$ cat config.mk
export PLATFORM = sky130hd
export DESIGN_NAME = method9_driver
export DESIGN_NICKNAME = d
export VERILOG_FILES = /design/src/rtl/method9_driver.sv
export SDC_FILE = /design/constraint.sdc
export NUM_CORES = 1
export LEC_CHECK = 0
export CAP_MARGIN = 40
export CORE_ASPECT_RATIO = 1.5
export CORE_MARGIN = 10
export CORE_UTILIZATION = 51
export DETAILED_ROUTE_END_ITERATION = 10
export PLACE_DENSITY = 0.87
export REMOVE_ABC_BUFFERS = 1
export SLEW_MARGIN = 20
export SYNTH_ARGS = -nofsm -noshare
export SYNTH_HDL_FRONTEND = slang
export SYNTH_SLANG_ARGS = --single-unit
$ cat constraint.sdc
create_clock -name CLK -period 2.19 [get_ports CLK]
set_input_delay 0.219 -clock CLK [delete_from_list [all_inputs] [get_ports CLK]]
set_output_delay 0.219 -clock CLK [all_outputs]
set_load 0.01 [all_outputs]
$ cat src/rtl/method9_driver.sv
`timescale 1ns/1ps
// Drives one ActionValue method call at a time for an upstream request stream
// and queues the returned values in a small response FIFO.
module method9_driver #(
  parameter int RSP_DEPTH = 4,
  parameter int STALL_MAX = 255
) (
  input  logic        CLK,
  input  logic        RST,
  input  logic        flush,
  input  logic        req_valid,
  output logic        req_ready,
  input  logic [3:0]  req_data,
  input  logic        RDY_ifcA_method9,
  output logic        EN_ifcA_method9,
  output logic [3:0]  ifcA_method9_in1,
  input  logic [3:0]  ifcA_method9,
  output logic        rsp_valid,
  input  logic        rsp_ready,
  output logic [3:0]  rsp_data,
  output logic [15:0] call_cnt,
  output logic [7:0]  stall_cnt
);
  localparam int PTR_W = (RSP_DEPTH > 1) ? $clog2(RSP_DEPTH) : 1;
  localparam int CNT_W = PTR_W + 1;
  localparam logic [CNT_W-1:0] DEPTH_C     = CNT_W'(RSP_DEPTH);
  localparam logic [7:0]       STALL_MAX_C = 8'(STALL_MAX);

  typedef enum logic {IDLE, PEND} state_t;

  state_t           state, stateNext;
  logic [3:0]       argQ;
  logic [3:0]       rspMem [RSP_DEPTH];
  logic [PTR_W-1:0] wrPtr, rdPtr;
  logic [CNT_W-1:0] rspCount;
  logic [15:0]      callCnt;
  logic [7:0]       stallCnt;
  logic             fire, reqRdy, accept, pop, rspVld, stallInc;

  // Handshake decode; occupancy is the start-of-cycle value, so a full FIFO
  // blocks fire even when the head is popped in the same cycle.
  always_comb begin
    fire      = 1'b0;
    reqRdy    = 1'b0;
    accept    = 1'b0;
    pop       = 1'b0;
    stallInc  = 1'b0;
    stateNext = state;
    rspVld    = (rspCount != '0);
    fire      = (state == PEND) && RDY_ifcA_method9 && (rspCount < DEPTH_C) && !flush && !RST;
    reqRdy    = !flush && ((state == IDLE) || fire);
    accept    = req_valid && reqRdy;
    pop       = rspVld && rsp_ready;
    stallInc  = (state == PEND) && !RDY_ifcA_method9 && !flush && (stallCnt != STALL_MAX_C);
    if (flush)       stateNext = IDLE;
    else if (accept) stateNext = PEND;
    else if (fire)   stateNext = IDLE;
  end

  always_ff @(posedge CLK) begin
    if (RST) state <= IDLE;
    else     state <= stateNext;
  end

  // Control registers: held argument, FIFO pointers/occupancy, counters
  always_ff @(posedge CLK) begin
    if (RST) begin
      argQ     <= '0;
      wrPtr    <= '0;
      rdPtr    <= '0;
      rspCount <= '0;
      callCnt  <= '0;
      stallCnt <= '0;
    end else begin
      if (accept)   argQ     <= req_data;
      if (fire)     callCnt  <= callCnt + 16'd1;
      if (stallInc) stallCnt <= stallCnt + 8'd1;
      if (flush) begin
        wrPtr    <= '0;
        rdPtr    <= '0;
        rspCount <= '0;
      end else begin
        if (fire) wrPtr <= wrPtr + 1'b1;
        if (pop)  rdPtr <= rdPtr + 1'b1;
        case ({fire, pop})
          2'b10:   rspCount <= rspCount + 1'b1;
          2'b01:   rspCount <= rspCount - 1'b1;
          default: rspCount <= rspCount;
        endcase
      end
    end
  end

  // Response storage holds data only; validity lives in rspCount
  always_ff @(posedge CLK) begin
    if (fire) rspMem[wrPtr] <= ifcA_method9;
  end

  assign EN_ifcA_method9  = fire;
  assign ifcA_method9_in1 = argQ;
  assign req_ready        = reqRdy;
  assign rsp_valid        = rspVld;
  assign rsp_data         = rspVld ? rspMem[rdPtr] : 4'h0;
  assign call_cnt         = callCnt;
  assign stall_cnt        = stallCnt;
endmodule
==> impl_metrics.env <==
export IMPL_yosysTopAreaCell="dfxtp_1"
export IMPL_synth_top_family_by_area="simple AND/OR/NAND/NOR gates"
export IMPL_grt_max_degree=29
export IMPL_hold_viol=0
export IMPL_wirelength_mm=5.61
export IMPL_synth_main_ff_cell="dfxtp_1"
export IMPL_root_buffer="clkbuf_8"
export IMPL_num_vias=1971
export IMPL_clock_skew_ns=0.0114
export IMPL_drc=0
export IMPL_final_setup_tns_ns=0
export IMPL_min_period_ns=2.09
export IMPL_hpwl_mm=4.14
export IMPL_fin_area_um2=3170
export IMPL_timing_fmax_ghz=0.478
export IMPL_placementRows=30
export IMPL_slew_viol_final=0
export IMPL_cts_tree="done"
export IMPL_synth_area_leaders="dfxtp_1 32%, edfxtp_1 20%, nor2_1 4.3%"
export IMPL_avgSynthCellArea_um2=10.4
export IMPL_ys_ff_latch=54
export IMPL_clkLatencyLatePin_ns=0.31
export IMPL_slew_headroom_pct=74.3
export IMPL_via_per_inst=5.70
export IMPL_dpl_cell_area_um2=3050
export IMPL_portBuffers=48
export IMPL_muxShareOfSynthArea_pct=6.31
export IMPL_synthAdderAreaFrac_pct=4.52
export IMPL_synth_top_cell_area_share_pct=32.0
export IMPL_coreArea_um2=4500
export IMPL_track_usage_pct=14.9
export IMPL_diodes=0
export IMPL_start_util_pct=52.8
export IMPL_cp_required_ns=1.97
export IMPL_outcome="completed"
export IMPL_ios=49
export IMPL_cts_htree_levels=2
export IMPL_p_per_area_nw_per_um2=570
export IMPL_die_area_um2=7850
export IMPL_drt_pass1_iterations=4
export IMPL_crit_type="reg -> out"
export IMPL_syn_inst=228
export IMPL_ir_drop_v=0.000413
export IMPL_antenna_found_initial=0
export IMPL_routedWlPerCell_um=16.2
export IMPL_cts_clk_slew_worst_paths_ns=0.10
export IMPL_numClockSinks=54
export IMPL_postCtsSetupBuffers=0
export IMPL_die_w_um=75.8
export IMPL_netlist_area_um2=2380
export IMPL_arrival_ns=1.87
export IMPL_synthXorXnorAreaFrac_pct=5.52
export IMPL_ys_types=41
export IMPL_cts_made_buffers=5
export IMPL_area_growth_pct=33.3
export IMPL_nNetsFinal=319
export IMPL_synth_most_common_cell="dfxtp_1"
export IMPL_endpoint_kind="primary output"
export IMPL_overflow=0
export IMPL_worstMarginPinSlew_ns=0.380
export IMPL_antenna_left=0
export IMPL_p_leak_nw=1.11
export IMPL_cp_start_kind="register"
export IMPL_drive_gt1_share_pct=13.8
export IMPL_ys_warn_count=0
export IMPL_place_ws_ns=-0.00821
export IMPL_fin_crit_sh_pct=95.5
export IMPL_clock_path_buffers=2
export IMPL_synth_simple_gate_area_share_pct=20.9
export IMPL_synth_edf_count=16
export IMPL_die_h_um=104
export IMPL_yosysSeqAreaShare_pct=52.2
export IMPL_whs_ns=0.471
export IMPL_grt_pass1_vias=1963
export IMPL_synth_compound_area_share_pct=7.63
export IMPL_synthArstFlopShare_pct=0
export IMPL_grt_pass1_wl_mm=9.20
export IMPL_cap_violations=0
export IMPL_worst_path_max_fanout=8
export IMPL_timing_final_ws_setup_ns=0.0976
export IMPL_grt_setup_unrepaired="no"
export IMPL_hp_class="reg -> reg"
export IMPL_p_total_mw=1.81
export IMPL_setup_violations=0
export IMPL_synthTopCellsByCount="38 x dfxtp_1, 27 x nor2_1, 16 x a21oi_1, 16 x edfxtp_1, 12 x nand2_1"
export IMPL_drt_initial_drc_count=113
export IMPL_place_congestion=0.856
[layer usage]
metal	global-route usage (%)	part of all wire [%]	wire, µm	vias up
met5	0	0	0	-
met4	5.47	1.7	97	0
met3	5.25	6.2	349	9
met2	25.9	54	3020	54
met1	15.4	38	2150	954
li1	-	-	-	954
[registers in the layout, summed over array words and instances, names as in the netlist, named ones only]
| signal | flops |
|---|---|
| ifcA_method9_in1 | 4 |
| state | 1 |
| rdPtr | 2 |
| rspCount | 3 |
| stall_cnt | 8 |
| call_cnt | 16 |
| wrPtr | 2 |
| rspMem | 16 |
[worst max-delay path, cell delays in order (launching register included)]
cell and delay (ns):
dfxtp_2 0.39, or3_1 0.40, buf_4 0.16, and2_1 0.13
clkdlybuf4s50_1 0.47
[worst paths after layout]
check	from	endpoint	slack, ns	cells after the start
setup / recovery	rspCount[2]$_SDFFE_PP0P_	rsp_data[2]	0.1	4
hold / removal	call_cnt[15]$_SDFFE_PP0P_	call_cnt[15]$_SDFFE_PP0P_	0.47	1
setup reg to reg	rspCount[2]$_SDFFE_PP0P_	rspCount[2]$_SDFFE_PP0P_	0.13	8
hold reg to reg	call_cnt[15]$_SDFFE_PP0P_	call_cnt[15]$_SDFFE_PP0P_	0.47	1
[cell usage in the layout (no fill, tap or decap), types with 6 or more instances in the layout]
cell type | Yosys | final
a21oi_1 | 16 | 16
buf_4 | 0 | 21
clkdlybuf4s50_1 | 0 | 48
dfxtp_1 | 38 | 35
edfxtp_1 | 16 | 16
ha_1 | 7 | 7
inv_1 | 10 | 10
mux2i_1 | 6 | 6
nand2_1 | 12 | 12
nand3_1 | 9 | 9
nor2_1 | 27 | 27
or3_1 | 7 | 7
xnor2_1 | 8 | 8
xor2_1 | 7 | 7
[logic make-up after synthesis]
kind of cell,after synthesis
compound gates,31
simple gates,92
mux,10
buf+inv,18
flops,54
fa+ha+maj,8
xor+xnor,15
[layout make-up]
| cell class | count | area (µm²) |
|---|---|---|
| fillers | 344 | 1330 |
| flip-flops and latches | 54 | 1250 |
| multi-input cells | 156 | 1070 |
| repair buffers | 69 | 638 |
| clock buffers | 6 | 72.6 |
| well taps | 48 | 60.1 |
| inverters | 11 | 41.3 |
| clock inverters | 2 | 37.5 |
[what timing repair did]
action / in CTS / in global routing
setup endpoints to repair: 4 / 6
resized for setup: 1 / 4
cloned: 0 / 0
hold buffers: 0 / 0
hold endpoints to repair: 0 / 0
[where the power goes]
group / internal [mW] / leakage, nW / total (mW) / switching [mW]
registers: 1.03 / 0.452 / 1.04 / 0.00549
logic: 0.0575 / 0.605 / 0.105 / 0.0473
clock network: 0.341 / 0.0514 / 0.664 / 0.323
[stage by stage]
stage / instances / util, %
floorplan: 221 / -
global placement: 338 / 67.7
detailed placement: 338 / 67.7
CTS: 346 / 70.2
global route: 346 / 70.4
finish: 346 / 70.4
(Power assumes the default switching activity.)
